===== src/rtl/fifo_pkg.sv =====
// ============================================================================
// Module      : fifo_pkg
// Description : Shared constants and arbiter state encoding for the 8-entry FIFO.
// Revision    : 1.0
// ============================================================================
`default_nettype none

package fifo_pkg;

    localparam int FIFO_DEPTH     = 8;
    localparam int FIFO_CNT_WIDTH = 4;

    typedef enum logic [1:0] {
        ST_IDLE  = 2'b00,
        ST_WR0   = 2'b01,
        ST_WR1   = 2'b10,
        ST_STALL = 2'b11
    } arb_state_t;

endpackage

`default_nettype wire


===== src/rtl/fifo_arb_ns.sv =====
// ============================================================================
// Module      : fifo_arb_ns
// Description : Combinational next-state, round-robin winner and space check.
// Revision    : 1.0
// ============================================================================
`default_nettype none

module fifo_arb_ns
    import fifo_pkg::*;
#(
    parameter int DEPTH     = FIFO_DEPTH,
    parameter int CNT_WIDTH = FIFO_CNT_WIDTH
) (
    input  logic                 i_req0,
    input  logic                 i_req1,
    input  logic                 i_ack0,
    input  logic                 i_ack1,
    input  logic                 i_wr_en,
    input  logic [CNT_WIDTH-1:0] i_data_count,
    input  logic                 i_last,
    output arb_state_t           o_next_state
);

    localparam logic [CNT_WIDTH:0] c_DEPTH = (CNT_WIDTH+1)'(DEPTH);

    logic [CNT_WIDTH:0] w_occupancy;
    logic               w_space_ok;
    logic               w_ereq0;
    logic               w_ereq1;

    // Occupancy includes the write already on the FIFO's input this cycle.
    assign w_occupancy = {1'b0, i_data_count} + {{CNT_WIDTH{1'b0}}, i_wr_en};
    assign w_space_ok  = (w_occupancy < c_DEPTH);

    // A requester being acked now still shows its old word; mask it.
    assign w_ereq0 = i_req0 & ~i_ack0;
    assign w_ereq1 = i_req1 & ~i_ack1;

    always_comb begin
        o_next_state = ST_IDLE;
        if (w_ereq0 || w_ereq1) begin
            if (!w_space_ok) begin
                o_next_state = ST_STALL;
            end else if (w_ereq0 && w_ereq1) begin
                o_next_state = i_last ? ST_WR0 : ST_WR1;
            end else if (w_ereq0) begin
                o_next_state = ST_WR0;
            end else begin
                o_next_state = ST_WR1;
            end
        end
    end

endmodule

`default_nettype wire


===== src/rtl/fifo_wr_arb.sv =====
// ============================================================================
// Module      : fifo_wr_arb
// Description : Two-requester round-robin arbiter for the FIFO write port.
//               Optional statistics counters enabled by FIFO_ARB_STAT_EN.
// Revision    : 1.0
// ============================================================================
`default_nettype none

module fifo_wr_arb
    import fifo_pkg::*;
#(
    parameter int DATA_WIDTH = 32,
    parameter int DEPTH      = FIFO_DEPTH,
    parameter int CNT_WIDTH  = FIFO_CNT_WIDTH
) (
    input  logic                  clk,
    input  logic                  reset,
    input  logic                  req0,
    input  logic                  req1,
    input  logic [DATA_WIDTH-1:0] din0,
    input  logic [DATA_WIDTH-1:0] din1,
    output logic                  ack0,
    output logic                  ack1,
    output logic                  fifo_wr_en,
    output logic [DATA_WIDTH-1:0] fifo_din,
    input  logic [CNT_WIDTH-1:0]  fifo_data_count,
    output logic                  stall
`ifdef FIFO_ARB_STAT_EN
    ,
    output logic [7:0]            gnt_cnt0,
    output logic [7:0]            gnt_cnt1,
    output logic [7:0]            stall_cnt
`endif
);

    arb_state_t            r_state;
    arb_state_t            w_next_state;
    logic                  r_last;
    logic                  r_wr_en;
    logic                  r_ack0;
    logic                  r_ack1;
    logic [DATA_WIDTH-1:0] r_din;

    fifo_arb_ns #(
        .DEPTH     (DEPTH),
        .CNT_WIDTH (CNT_WIDTH)
    ) u_ns (
        .i_req0       (req0),
        .i_req1       (req1),
        .i_ack0       (r_ack0),
        .i_ack1       (r_ack1),
        .i_wr_en      (r_wr_en),
        .i_data_count (fifo_data_count),
        .i_last       (r_last),
        .o_next_state (w_next_state)
    );

    always_ff @(posedge clk) begin
        if (reset) begin
            r_state <= ST_IDLE;
        end else begin
            r_state <= w_next_state;
        end
    end

    // r_last = 1 after reset so requester 0 wins the first tie.
    always_ff @(posedge clk) begin
        if (reset) begin
            r_last  <= 1'b1;
            r_wr_en <= 1'b0;
            r_ack0  <= 1'b0;
            r_ack1  <= 1'b0;
            r_din   <= '0;
        end else begin
            r_wr_en <= (w_next_state == ST_WR0) || (w_next_state == ST_WR1);
            r_ack0  <= (w_next_state == ST_WR0);
            r_ack1  <= (w_next_state == ST_WR1);
            if (w_next_state == ST_WR0) begin
                r_din  <= din0;
                r_last <= 1'b0;
            end else if (w_next_state == ST_WR1) begin
                r_din  <= din1;
                r_last <= 1'b1;
            end
        end
    end

    assign fifo_wr_en = r_wr_en;
    assign fifo_din   = r_din;
    assign ack0       = r_ack0;
    assign ack1       = r_ack1;
    assign stall      = (r_state == ST_STALL);

`ifdef FIFO_ARB_STAT_EN
    logic [7:0] r_gnt_cnt0;
    logic [7:0] r_gnt_cnt1;
    logic [7:0] r_stall_cnt;

    // Saturating counters; each increments on a cycle its event is visible.
    always_ff @(posedge clk) begin
        if (reset) begin
            r_gnt_cnt0  <= '0;
            r_gnt_cnt1  <= '0;
            r_stall_cnt <= '0;
        end else begin
            if (r_ack0 && (r_gnt_cnt0 != 8'hFF)) begin
                r_gnt_cnt0 <= r_gnt_cnt0 + 8'd1;
            end
            if (r_ack1 && (r_gnt_cnt1 != 8'hFF)) begin
                r_gnt_cnt1 <= r_gnt_cnt1 + 8'd1;
            end
            if ((r_state == ST_STALL) && (r_stall_cnt != 8'hFF)) begin
                r_stall_cnt <= r_stall_cnt + 8'd1;
            end
        end
    end

    assign gnt_cnt0  = r_gnt_cnt0;
    assign gnt_cnt1  = r_gnt_cnt1;
    assign stall_cnt = r_stall_cnt;
`endif

endmodule

`default_nettype wire

===== config.mk =====
export PLATFORM = sky130hd
export DESIGN_NAME = fifo_wr_arb
export DESIGN_NICKNAME = d
export VERILOG_FILES = /design/src/rtl/fifo_pkg.sv /design/src/rtl/fifo_arb_ns.sv /design/src/rtl/fifo_wr_arb.sv
export SDC_FILE = /design/constraint.sdc
export NUM_CORES = 1
export LEC_CHECK = 0
export ABC_CLOCK_PERIOD_IN_PS = 2470
export BUFFER_PORTS_ARGS = -buffer_cell sky130_fd_sc_hd__buf_2
export CORE_UTILIZATION = 43
export DETAILED_ROUTE_END_ITERATION = 8
export HOLD_SLACK_MARGIN = 0.05
export PLACE_DENSITY = 0.77
export SLEW_MARGIN = 5
export SYNTH_ARGS = -nofsm -noshare
export SYNTH_HDL_FRONTEND = slang
export SYNTH_SLANG_ARGS = --single-unit

===== constraint.sdc =====
create_clock -name clk -period 2.47 [get_ports clk]
set_input_delay 0.1235 -clock clk [delete_from_list [all_inputs] [get_ports clk]]
set_output_delay 0.1235 -clock clk [all_outputs]
set_load 0.05 [all_outputs]

# Word-level counts from Yosys, hierarchy flattened
# Index checks and enable logic that the tools add are counted.
# totals
ff_bits	38
word_cells	28
input_bits	72
out_inout_bits	36
# op_classes
n_eq_ne	3
n_addsub	1
order_cmp	1
bitwise	4
mux	9
reduce_logical	4
# ops
operator	n
$mux W32	2
$mux W2	5
$add A4 B1 Y5	1
$lt A5 B4 Y1 const B	1
$eq A2 B2 Y1 const B	2
$and A1 B1 Y1	2
$eq A2 B1 Y1 const B	1
$logic_or A1 B1 Y1	2
$mux W1	2
$not A1 Y1	2
$reduce_bool A2 Y1	1
$logic_and A1 B1 Y1	1

# Logic depth before layout (Yosys ltp)
# Gate-level depths: netlist of run 1.
# depth
depth_word	9
ltp_mapped	7
depth_no_buf	5

# Modules after synthesis
# Synthesis of run 1 repeated with hierarchy kept, for this count alone.
# hier_totals
cells_unflattened	170
area_unflattened_um2	1815.5
# modules_own_cells
module	area_per_inst_um2	instances	seq_area_each_um2	cells_each
fifo_wr_arb	1762.9	1	760.7	163
fifo_arb_ns	52.6	1	0.0	7

# Least setup slack after synthesis of run 1
# No wires, ideal clock.
# synth_timing
path_kind	register -> register
from	register r_wr_en (netlist: fifo_wr_en)
to	register r_din[23] (netlist: fifo_din[23])
arrival_ns	1.999
setup_slack_ns	0.386
required_ns	2.384
stages_incl_launch_ff	7
setup_ns	0.086
period_less_slack_ns	2.084
path_buffers	1
path_cell_list	dfxtp_1 > a41oi_1 > o22a_1 > ha_1 > clkbuf_1 > nor2b_1 > a211oi_1
# synth_via
elab_chain_cells	6
elab_cells_between_ends	8
cone_classes	add/sub (1); order compare (1); eq/ne (2); mux (3); reduce/logical (1)
# synth_rtl
item	line_no	rtl
start: declaration	fifo_wr_arb.sv:39	logic r_wr_en;
start signal: assignment	fifo_wr_arb.sv:75	r_wr_en <= (w_next_state == ST_WR0) || (w_next_state == ST_WR1);
$add A4 B1 Y5 (*)	fifo_arb_ns.sv:32	assign w_occupancy = {1'b0, i_data_count} + {{CNT_WIDTH{1'b0}}, i_wr_en};
$lt A5 B4 Y1 (*)	fifo_arb_ns.sv:33	assign w_space_ok = (w_occupancy < c_DEPTH);
$mux W2 (*)	fifo_arb_ns.sv:42	if (!w_space_ok) begin
$mux W2 (*)	fifo_arb_ns.sv:41	if (w_ereq0 || w_ereq1) begin
$eq A2 B1 Y1 / $eq A2 B2 Y1 (equally long branches)	fifo_wr_arb.sv:78, fifo_wr_arb.sv:81	
$mux W32 / $reduce_bool A2 Y1 (equally long branches)	-	
end signal: assignment	fifo_wr_arb.sv:79	r_din <= din0;
end signal: assignment	fifo_wr_arb.sv:82	r_din <= din1;
end: declaration	fifo_wr_arb.sv:42	logic [DATA_WIDTH-1:0] r_din;
# Every way passes the cells marked *; elsewhere a longest branch is shown, timed or not.
# A chain may end at the register's enable or synchronous reset.

# Worst setup path in the final report of run 1
# layout_timing
from	register r_wr_en (netlist: fifo_wr_en)
to	register r_din[22] (netlist: fifo_din[22])
# The elaborated chain is that of the path after synthesis.

==> results by group, run 1 <==
Status
  • Run status: complete, no violations

Yosys
  • Main synth FF type: dfxtp_1
  • FFs w/ async S/R, synth: 0%
  • Post-synth EDFFs: 0
  • Top cells by count, synth: dfxtp_1, nor2b_1, mux2i_1, a211oi_1
  • Seq/Total Area, Yosys: 41.2%
  • Synth Instances: 172
  • Syn_area_per_cell: 10.7 sq um
  • Synth warnings: 0
  • Most common cell in the netlist: dfxtp_1
  • Synth area leaders: dfxtp_1, mux2i_1, nor2b_1
  • Mapped Nets: 247
  • Synth Register Bits: 38
  • Synth cell types: 23
  • Mapped Area: 1850 sq um
  • Synth area leader: dfxtp_1
  • Post-synth top area share: 41.2%

Drt
  • Via count: 1652
  • Initial DRC Count: 75
  • DR WL/cell: 12.1 um
  • Met2 routed wirelength: 1.85 mm
  • Post-route DRC: 0
  • TritonRoute pass-1 iters: 4
  • Met1 wire length: 1.77 mm
  • Top routing layer in use: met4
  • Vias/cell: 5.04
  • Final wirelength: 3.97 mm
  • DRT antenna net count: 0
  • Metal3 WL: 305 um

Clock tree
  • Max H-tree Level: 2
  • Post-cts sizing count: 0
  • CTS tree: built
  • CTS clk-pin slew, worst paths: 0.07 ns
  • CTS Sinks: 38
  • Clock buffer count from CTS: 5
  • CTS Hold Buffers Added: 0
  • Clock Path Buffers: 2
  • Insertion delay to the later sink of the worst-skew pair: 0.28 ns
  • Post CTS Setup Buffer Count: 0
  • Clock Root Buffer: clkbuf_8

Floorplanning
  • Area of the core: 4060 sq um
  • DIE WIDTH: 67.6 um
  • Die ar.: 4560 sq um
  • # IOs: 108
  • Row count: 23
  • Initial core utilization: 45.5%
  • Die height: 67.6 um

Setup path
  • Crit Path Category: flop to flop
  • Crit path max fanout: 18
  • CP Launch Type: flop
  • Required time of the critical path: 2.60 ns
  • Critical path endpoint category: flop
  • Arrival @ worst endpoint: 2.08 ns

Place
  • Final HPWL DP: 2.89 mm
  • Post-Place Setup Slack: 0.529 ns
  • # port buffers: 107
  • Routability Congestion: 0.675
  • Dpl cell area: 2370 sq um

Power
  • Leakage: 1.17 nW
  • Seq pwr share: 35.6%
  • Switching Power: 931 uW
  • Worst VDD drop: 0.428 mV
  • Sw frac: 42.1%
  • Clock share of power: 19.3%
  • P_int: 1.28 mW
  • PwrDens: 898 nW/um^2
  • Gate power share: 45.1%

Timing
  • Slew Limit Fails: 0
  • Crit share post-route: 79.1%
  • Slew @ Worst Pin: 0.754 ns
  • Final Worst Setup Slack: 0.517 ns
  • RSZ-0062 raised after global routing: false
  • FMAX: 512 MHz
  • Worst relative slew slack: 49.7%
  • Final setup TNS: 0 ns
  • Min cycle time layout: 1.95 ns
  • Final setup viols: 0
  • Max Clock Skew: 0.00516 ns
  • Hold Vio Cnt, Final: 0
  • Hold WS: 0.163 ns

GRT
  • Global-route wire length before repair: 6.26 mm
  • Vias in the first global route: 1468
  • Overflow after GRT: 0
  • Pin count of the biggest net entering global routing: 41
  • Initial antenna violation count: 0
  • Total track usage: 18.1%

Final layout
  • Post-route cell area: 2460 sq um
  • Layout cells sized above 1: 45.7%
  • Nets: 352
  • Synthesis-to-layout area growth: 33.2%
  • Antenna Cells: 0
  • Fill count: 355

Flow run
  • Number of max-cap violations: 0

Min path
  • Hold WC Path Type: input pin to flop
layout make-up:
cell class | instances | area, sq um | area share, %
repair buffers | 112 | 573 | 23.3
well taps | 50 | 62.6 | 2.54
inverters | 1 | 3.75 | 0.152
flip-flops and latches | 38 | 761 | 30.9
clock buffers | 7 | 86.3 | 3.51
clock inverters | 1 | 5.00 | 0.203
multi-input cells | 119 | 971 | 39.4
power groups by stage:
stage / clock network (mW) / registers, mW / logic, mW
floorplan: 0 / 1.18 / 0.410
global placement: 0 / 0.797 / 0.993
detailed placement: 0 / 0.798 / 1.00
CTS: 0.446 / 0.786 / 1.01
global route: 0.467 / 0.798 / 1.07
finish: 0.427 / 0.786 / 0.997
worst max-delay path: stages (launching register included):
cell and delay (ns):
dfxtp_1 0.31, a41oi_1 0.44, o22a_1 0.23, ha_2 0.18, buf_4 0.28, mux2i_1 0.27, a211oi_2 0.09
per-stage QoR:
step	instances	total power, mW	utilization (%)
after global placement	320	1.79	58.4
after CTS	328	2.24	60.7
after floorplan	172	1.59	-
final	328	2.21	60.7
after global routing	328	2.34	60.7
after detailed placement	320	1.80	58.4
sequential cells by signal, indices dropped and copies added, names as in the netlist:
| signal | flops |
|---|---|
| fifo_wr_en | 1 |
| r_last | 1 |
| ack1 | 1 |
| fifo_din | 32 |
| r_state | 2 |
| ack0 | 1 |
cells by family after synthesis:
family | after synthesis | synth area share, %
AOI/OAI and AO/OA | 40 | 17.8
adders and majority gates | 3 | 2.03
buffers and inverters | 15 | 6.43
DFF | 38 | 41.2
muxes | 32 | 17.3
and+or+nand+nor | 44 | 15.2
final timing paths:
kind,startpoint,to,slack [ns],cells after the start
max,fifo_wr_en,fifo_din[22],0.52,6
max reg2reg,fifo_wr_en,fifo_din[22],0.52,6
min,fifo_data_count[3],r_state[1],0.16,3
min reg2reg,fifo_din[15],fifo_din[15],0.51,2
placed cells by master, fill, tap and decap left out, drive strengths merged, types with 3 or more instances in the layout:
| cell type | n |
|---|---|
| nand2b | 4 |
| buf | 112 |
| ha | 3 |
| mux2i | 32 |
| nor2b | 34 |
| clkbuf | 7 |
| a211oi | 32 |
| dfxtp | 38 |
layer usage:
metal | up-vias | global-route usage, %
met3 | 6 | 5.24
met1 | 739 | 21.9
li1 | 837 | -
met4 | 0 | 5.59
met2 | 70 | 30.7
met5 | - | 0
(Power assumes the default switching activity.)
==> inputs of run 2 (changes only) <==
--- a/config.mk
+++ b/config.mk
@@ -5,12 +5,13 @@
 export SDC_FILE = /design/constraint.sdc
 export NUM_CORES = 1
 export LEC_CHECK = 0
-export ABC_CLOCK_PERIOD_IN_PS = 2470
+export ABC_AREA = 1
+export ABC_CLOCK_PERIOD_IN_PS = 1600
 export BUFFER_PORTS_ARGS = -buffer_cell sky130_fd_sc_hd__buf_2
-export CORE_UTILIZATION = 43
+export CORE_UTILIZATION = 37
 export DETAILED_ROUTE_END_ITERATION = 8
 export HOLD_SLACK_MARGIN = 0.05
-export PLACE_DENSITY = 0.77
+export PLACE_DENSITY = 0.73
 export SLEW_MARGIN = 5
 export SYNTH_ARGS = -nofsm -noshare
 export SYNTH_HDL_FRONTEND = slang
==> constraint.sdc (replaced) <==
create_clock -name clk -period 1.6 [get_ports clk]
set_input_delay 0.08 -clock clk [delete_from_list [all_inputs] [get_ports clk]]
set_output_delay 0.08 -clock clk [all_outputs]
set_load 0.05 [all_outputs]
==> run 2 against run 1 <==
The run now ends with negative setup slack left. Register-to-register slack worse by 0.55 ns. Non-clock buffer count is 44 higher. First-iteration DRC count is 2.7% higher. Sequential cell count stayed put. Global-route usage is 3.8 points higher. Fmax is 20% higher. Largest power group unchanged.
==> results by group, run 2 <==
Timing
  • Slew Limit Fails: 0 (unchanged)
  • Max Clock Skew: 0.00241 ns (was 0.00516 ns)
  • Final setup TNS: -0.193 ns (was 0 ns)
  • Final Worst Setup Slack: -0.0306 ns (was 0.517 ns)
  • Slew @ Worst Pin: 0.262 ns (was 0.754 ns)
  • Hold Vio Cnt, Final: 0 (unchanged)
  • RSZ-0062 raised after global routing: true (was false)
  • Hold WS: 0.0486 ns (was 0.163 ns)
  • Final setup viols: 13 (was 0)
  • Min cycle time layout: 1.63 ns (was 1.95 ns)
  • FMAX: 613 MHz (was 512 MHz)
  • Crit share post-route: 102% (was 79.1%)
  • Worst relative slew slack: 82.7% (was 49.7%)

Yosys
  • Main synth FF type: dfxtp_1 (unchanged)
  • Synth area leader: dfxtp_1 (unchanged)
  • Synth Instances: 212 (was 172)
  • FFs w/ async S/R, synth: 0% (unchanged)
  • Mapped Area: 1650 sq um (was 1850 sq um)
  • Seq/Total Area, Yosys: 46.1% (was 41.2%)
  • Most common cell in the netlist: nand2_1 (was dfxtp_1)
  • Synth warnings: 0 (unchanged)
  • Post-synth EDFFs: 0 (unchanged)
  • Synth cell types: 16 (was 23)
  • Synth Register Bits: 38 (unchanged)
  • Synth area leaders: dfxtp_1, o21ai_0, nand2_1 (was dfxtp_1, mux2i_1, nor2b_1)
  • Post-synth top area share: 46.1% (was 41.2%)
  • Syn_area_per_cell: 7.79 sq um (was 10.7 sq um)
  • Mapped Nets: 287 (was 247)
  • Top cells by count, synth: nand2_1, dfxtp_1, nor2_1, o21ai_0, o21ai_1 (was dfxtp_1, nor2b_1, mux2i_1, a211oi_1)

Clock tree
  • CTS Sinks: 38 (unchanged)
  • Clock buffer count from CTS: 5 (unchanged)
  • CTS tree: built (unchanged)
  • CTS clk-pin slew, worst paths: 0.07 ns (about the same)
  • Clock Path Buffers: 2 (unchanged)
  • Max H-tree Level: 2 (unchanged)
  • Clock Root Buffer: clkbuf_8 (unchanged)
  • Insertion delay to the later sink of the worst-skew pair: 0.28 ns (about the same)

Power
  • PwrDens: 1160 nW/um^2 (was 898 nW/um^2)
  • Worst VDD drop: 0.711 mV (was 0.428 mV)
  • Leakage: 1.37 nW (was 1.17 nW)

GRT
  • Overflow after GRT: 0 (unchanged)
  • Initial antenna violation count: 0 (unchanged)
  • Total track usage: 21.9% (was 18.1%)
  • Vias in the first global route: 1791 (was 1468)
  • Pin count of the biggest net entering global routing: 27 (was 41)
  • Global-route wire length before repair: 7.60 mm (was 6.26 mm)

Setup path
  • Critical path endpoint category: flop (unchanged)
  • Crit Path Category: flop to flop (unchanged)
  • Required time of the critical path: 1.82 ns (was 2.60 ns)
  • Crit path max fanout: 7 (was 18)
  • Arrival @ worst endpoint: 1.85 ns (was 2.08 ns)
  • CP Launch Type: flop (unchanged)

Place
  • Dpl cells: 367 (was 320)
  • Final HPWL DP: 3.08 mm (was 2.89 mm)
  • Dpl cell area: 2320 sq um (was 2370 sq um)
  • # port buffers: 107 (unchanged)
  • Routability Congestion: 0.728 (was 0.675)

Floorplanning
  • Die height: 68.8 um (was 67.6 um)
  • # IOs: 108 (unchanged)
  • Row count: 23 (unchanged)
  • Die ar.: 4730 sq um (was 4560 sq um)
  • Initial core utilization: 39.9% (was 45.5%)
  • DIE WIDTH: 68.8 um (was 67.6 um)
  • Area of the core: 4140 sq um (was 4060 sq um)

Drt
  • TritonRoute pass-1 iters: 4 (unchanged)
  • DRT antenna net count: 0 (unchanged)
  • Final wirelength: 5.02 mm (was 3.97 mm)
  • DR WL/cell: 12.1 um (about the same)
  • Via count: 1985 (was 1652)
  • Vias/cell: 4.81 (was 5.04)
  • Initial DRC Count: 77 (was 75)
  • Post-route DRC: 0 (unchanged)

Min path
  • Hold WC Path Type: input pin to flop (unchanged)

Final layout
  • Layout cells sized above 1: 45.7% (about the same)
  • Nets: 438 (was 352)
  • Most common cell after layout, fill and taps aside: buf_2 (unchanged)
  • Max reg flops: 32 (unchanged)
  • Post-route cell area: 2820 sq um (was 2460 sq um)
  • Post-route insts no fill: 413 (was 328)
  • Commonest non-fill, non-tap cells in the layout: buf_2, o21ai_1, nand2_1, dfxtp_1, nor2_1 (was buf_2, dfxtp_1, nor2b_1, mux2i_1, a211oi_1)
  • Antenna Cells: 0 (unchanged)
  • Core Util, Final: 68.1% (was 60.7%)
  • Fill count: 354 (was 355)
  • Synthesis-to-layout area growth: 70.8% (was 33.2%)

Flow run
  • Number of max-cap violations: 0 (unchanged)

Status
  • Failing checks: negative setup slack
  • Run status: finished, violations left (was complete, no violations)
## run 2: routing by layer
metal	vias to the layer above	part of all wire (%)	global-route usage, %
met1	912	42	25.3
li1	988	-	-
met3	7	7.5	6.09
met4	0	1.6	9.18
met2	78	49	37.7
met5	-	0	0
## run 2: power by group
group | leakage, nW | internal [mW] | switching (mW)
logic | 1.01 | 0.493 | 0.987
registers | 0.316 | 1.11 | 0.0805
clock network | 0.0383 | 0.300 | 0.312
## run 2: what timing repair did
| item | 4_1_cts | 5_1_grt |
|---|---|---|
| buffers inserted | 4 | 1 |
| pin swaps | 5 | 1 |
| resized for setup | 28 | 10 |
| setup endpoints to repair | 33 | 34 |
| hold buffers | 32 | 1 |
| gates cloned | 1 | 1 |
| hold endpoints to repair | 23 | 1 |
## run 2: path summary, 6_finish.rpt
| path | startpoint | to | slack, ns | cells past startpoint |
|---|---|---|---|---|
| max | fifo_wr_en | fifo_din[29] | -0.03 | 11 |
| min | din1[14] | fifo_din[14] | 0.05 | 3 |
| max reg2reg | fifo_wr_en | fifo_din[29] | -0.03 | 11 |
| min reg2reg | fifo_din[1] | fifo_din[1] | 0.45 | 2 |
## run 2: worst max-delay path, cell delays in order, from the launching register on
cell and delay (ns):
dfxtp_4 0.35, nand2_2 0.04, o21ai_2 0.15, nand2_2 0.09, nand2_2 0.08, inv_2 0.05, ha_4 0.22, nor2_4 0.16
buf_4 0.15, buf_12 0.11, o21ai_2 0.05, o21ai_2 0.09
## run 2: area by class of cell
class / count / area (sq um) / area share (%)
Tap cell: 50 / 62.6 / 2.22
Inverter: 11 / 41.3 / 1.46
Timing Repair Buffer: 156 / 1060 / 37.6
Sequential cell: 38 / 769 / 27.3
Multi-Input combinational cell: 151 / 811 / 28.7
Clock buffer: 7 / 76.3 / 2.71
## run 2: logic make-up (layout without fill, tap and decap cells)
family	count (synthesis)	after routing	share of synthesized area, %
compound gates	70	70	25.3
fa+ha+maj	3	3	2.27
buf+inv	23	174	7.73
flops	38	38	46.1
simple gates	78	78	18.6
## run 2: through the flow
step                      setup slack, ns  power, mW
after global routing               -0.157       3.45
after detailed placement           -0.108       2.54
after CTS                         -0.0609       3.29
after global placement            -0.0667       2.53
after floorplan                   -0.0682       2.18
final                             -0.0306       3.28
==> inputs of run 3 (changes only) <==
--- a/config.mk
+++ b/config.mk
@@ -12,7 +12,8 @@
 export DETAILED_ROUTE_END_ITERATION = 8
 export HOLD_SLACK_MARGIN = 0.05
 export PLACE_DENSITY = 0.73
-export SLEW_MARGIN = 5
+export RECOVER_POWER = 100
+export SLEW_MARGIN = 0
 export SYNTH_ARGS = -nofsm -noshare
 export SYNTH_HDL_FRONTEND = slang
 export SYNTH_SLANG_ARGS = --single-unit
==> run 3 against run 2 <==
The flow still finishes with violations (negative setup slack). Fmax decreased by 0.24%. Count of clock-buffer cells in the layout stayed put. Via count hardly changed. Global-route usage unchanged. Core utilization decreased by 1.1 points. Die area is the same. Highest routed layer unchanged.
==> results by group, run 3 (synthesis gave the netlist of run 2 again) <==
GRT
  • Initial antenna violation count: 0 (unchanged)
  • Pin count of the biggest net entering global routing: 27 (unchanged)
  • Met2 usage: 37.7% (unchanged)
  • M1 GR Usage: 25.3% (unchanged)
  • Gr busiest metal: met2 (unchanged)
  • Overflow after GRT: 0 (unchanged)
  • Grt met3 use: 6.09% (unchanged)
  • Total track usage: 21.9% (unchanged)
  • Vias in the first global route: 1791 (unchanged)
  • Global-route wire length before repair: 7.60 mm (unchanged)

Setup path
  • Arrival @ worst endpoint: 1.86 ns (was 1.85 ns)
  • Crit path max fanout: 7 (unchanged)
  • Worst r2r path cells: 11 (unchanged)
  • Reg2reg start: fifo_wr_en (unchanged)
  • Register-to-register setup slack: -0.03 ns (about the same)
  • Capturing point of the worst reg2reg path: fifo_din[29] (unchanged)
  • CP Launch Type: flop (unchanged)
  • Crit Path Category: flop to flop (unchanged)
  • Required time of the critical path: 1.82 ns (about the same)
  • Critical path endpoint category: flop (unchanged)
  • CP startpoint: fifo_wr_en (unchanged)

Floorplanning
  • Area of the core: 4140 sq um (unchanged)
  • Die height: 68.8 um (unchanged)
  • Die ar.: 4730 sq um (unchanged)
  • Row count: 23 (unchanged)
  • # IOs: 108 (unchanged)
  • Initial core utilization: 39.9% (unchanged)
  • DIE WIDTH: 68.8 um (unchanged)

Power
  • Pwr Total: 3.25 mW (was 3.28 mW)
  • Worst VDD drop: 0.700 mV (was 0.711 mV)
  • Leakage: 1.23 nW (was 1.37 nW)
  • PwrDens: 1170 nW/um^2 (was 1160 nW/um^2)

Final layout
  • Commonest non-fill, non-tap cells in the layout: buf_2, o21ai_1, clkbuf_1, nand2_1, dfxtp_1 (was buf_2, o21ai_1, nand2_1, dfxtp_1, nor2_1)
  • Post-route insts no fill: 413 (unchanged)
  • Nets: 438 (unchanged)
  • Max reg flops: 32 (unchanged)
  • Core Util, Final: 67.0% (was 68.1%)
  • Post-route cell area: 2780 sq um (was 2820 sq um)
  • Antenna Cells: 0 (unchanged)
  • Most common cell after layout, fill and taps aside: buf_2 (unchanged)
  • Synthesis-to-layout area growth: 68.1% (was 70.8%)
  • Layout cells sized above 1: 36.1% (was 45.7%)

Place
  • Dpl cells: 367 (unchanged)
  • Post-Place Setup Slack: -0.108 ns (unchanged)
  • Dpl cell area: 2320 sq um (unchanged)
  • # port buffers: 107 (unchanged)
  • Routability Congestion: 0.728 (unchanged)
  • Final HPWL DP: 3.08 mm (unchanged)

Min path
  • WHS Path Cells: 3 (unchanged)
  • Hold EP: fifo_din[14] (unchanged)
  • Hold Path Origin: din1[14] (unchanged)
  • Hold WC Path Type: input pin to flop (unchanged)

Timing
  • RSZ-0062 raised after global routing: true (unchanged)
  • Slew Limit Fails: 0 (unchanged)
  • Min cycle time layout: 1.63 ns (about the same)
  • Slew @ Worst Pin: 0.621 ns (was 0.262 ns)
  • Crit share post-route: 102% (about the same)
  • Final setup viols: 16 (was 13)
  • Max Clock Skew: 0.00202 ns (was 0.00241 ns)
  • Final Worst Setup Slack: -0.0345 ns (was -0.0306 ns)
  • FMAX: 612 MHz (was 613 MHz)
  • Hold Vio Cnt, Final: 0 (unchanged)
  • Worst relative slew slack: 58.8% (was 82.7%)

Clock tree
  • CTS clk-pin slew, worst paths: 0.07 ns (about the same)
  • CTS tree: built (unchanged)
  • Max H-tree Level: 2 (unchanged)
  • Insertion delay to the later sink of the worst-skew pair: 0.28 ns (about the same)
  • CTS Sinks: 38 (unchanged)
  • Clock Path Buffers: 2 (unchanged)
  • Clock Root Buffer: clkbuf_8 (unchanged)
  • Clock buffer count from CTS: 5 (unchanged)

Drt
  • Final wirelength: 5.01 mm (was 5.02 mm)
  • Via count: 1984 (was 1985)
  • Initial DRC Count: 72 (was 77)
  • DR WL/cell: 12.1 um (about the same)
  • Post-route DRC: 0 (unchanged)
  • TritonRoute pass-1 iters: 6 (was 4)
  • Vias/cell: 4.80 (was 4.81)
  • DRT antenna net count: 0 (unchanged)

Status
  • Run status: finished, violations left (unchanged)
  • Failing checks: negative setup slack (unchanged)

Flow run
  • Number of max-cap violations: 0 (unchanged)
run 3: changes by cell type in the layout (fill, tap and decap cells not counted), sizes merged:
cell,previous run,this run
buf,122,87
clkbuf,8,43
run 3: worst max path at each step:
stage / to / slack [ns]
2_1_floorplan: fifo_din[23] / -0.07
3_3_place_gp: fifo_din[1] / -0.07
3_5_place_dp: fifo_din[14] / -0.11
4_1_cts: fifo_din[29] / -0.06
5_1_grt: fifo_din[26] / -0.16
6_report: fifo_din[29] / -0.03
run 3: routing by layer:
metal,up-vias,part of all wire (%)
li1,988,-
met1,905,42
met2,84,49
met3,7,7.9
met4,0,1.6
met5,-,0
run 3: cell type report:
cell class / instances / area [sq um]
Sequential cell: 38 / 769
Multi-Input combinational cell: 151 / 811
Tap cell: 50 / 62.6
Fill cell: 368 / 1370
Clock buffer: 7 / 76.3
Inverter: 11 / 41.3
Timing Repair Buffer: 156 / 1020
run 3: metrics by stage:
| step | hold slack, ns | TNS [ns] |
|---|---|---|
| floorplan | 0.143 | -2.00 |
| global placement | 0.327 | -1.18 |
| detailed placement | 0.333 | -2.54 |
| CTS | 0.0502 | -0.874 |
| global route | 0.0510 | -3.91 |
| finish | 0.0480 | -0.253 |
run 3: where the power goes:
group	total (mW)	switching (mW)	internal (mW)
registers	1.20	0.0841	1.11
logic	1.44	0.989	0.449
clock network	0.613	0.313	0.300
total	3.25	1.39	1.86
run 3: timing repair:
action                                  4_1_cts  5_1_grt
hold endpoints to repair                     23        1
hold buffers                                 32        1
endpoints found under the setup margin       33       34
gates resized for setup                      28       10
buffers inserted                              4        1
pin swaps                                     5        1
gates cloned                                  1        1
run 3: worst max-delay path, cell delays in order (launching register included):
cell and delay (ns):
dfxtp_4 0.35, nand2_2 0.04, o21ai_2 0.15, nand2_2 0.09, nand2_2 0.08, inv_2 0.05
ha_4 0.22, nor2_4 0.17, buf_4 0.15, buf_12 0.11, o21ai_2 0.05, o21ai_2 0.09
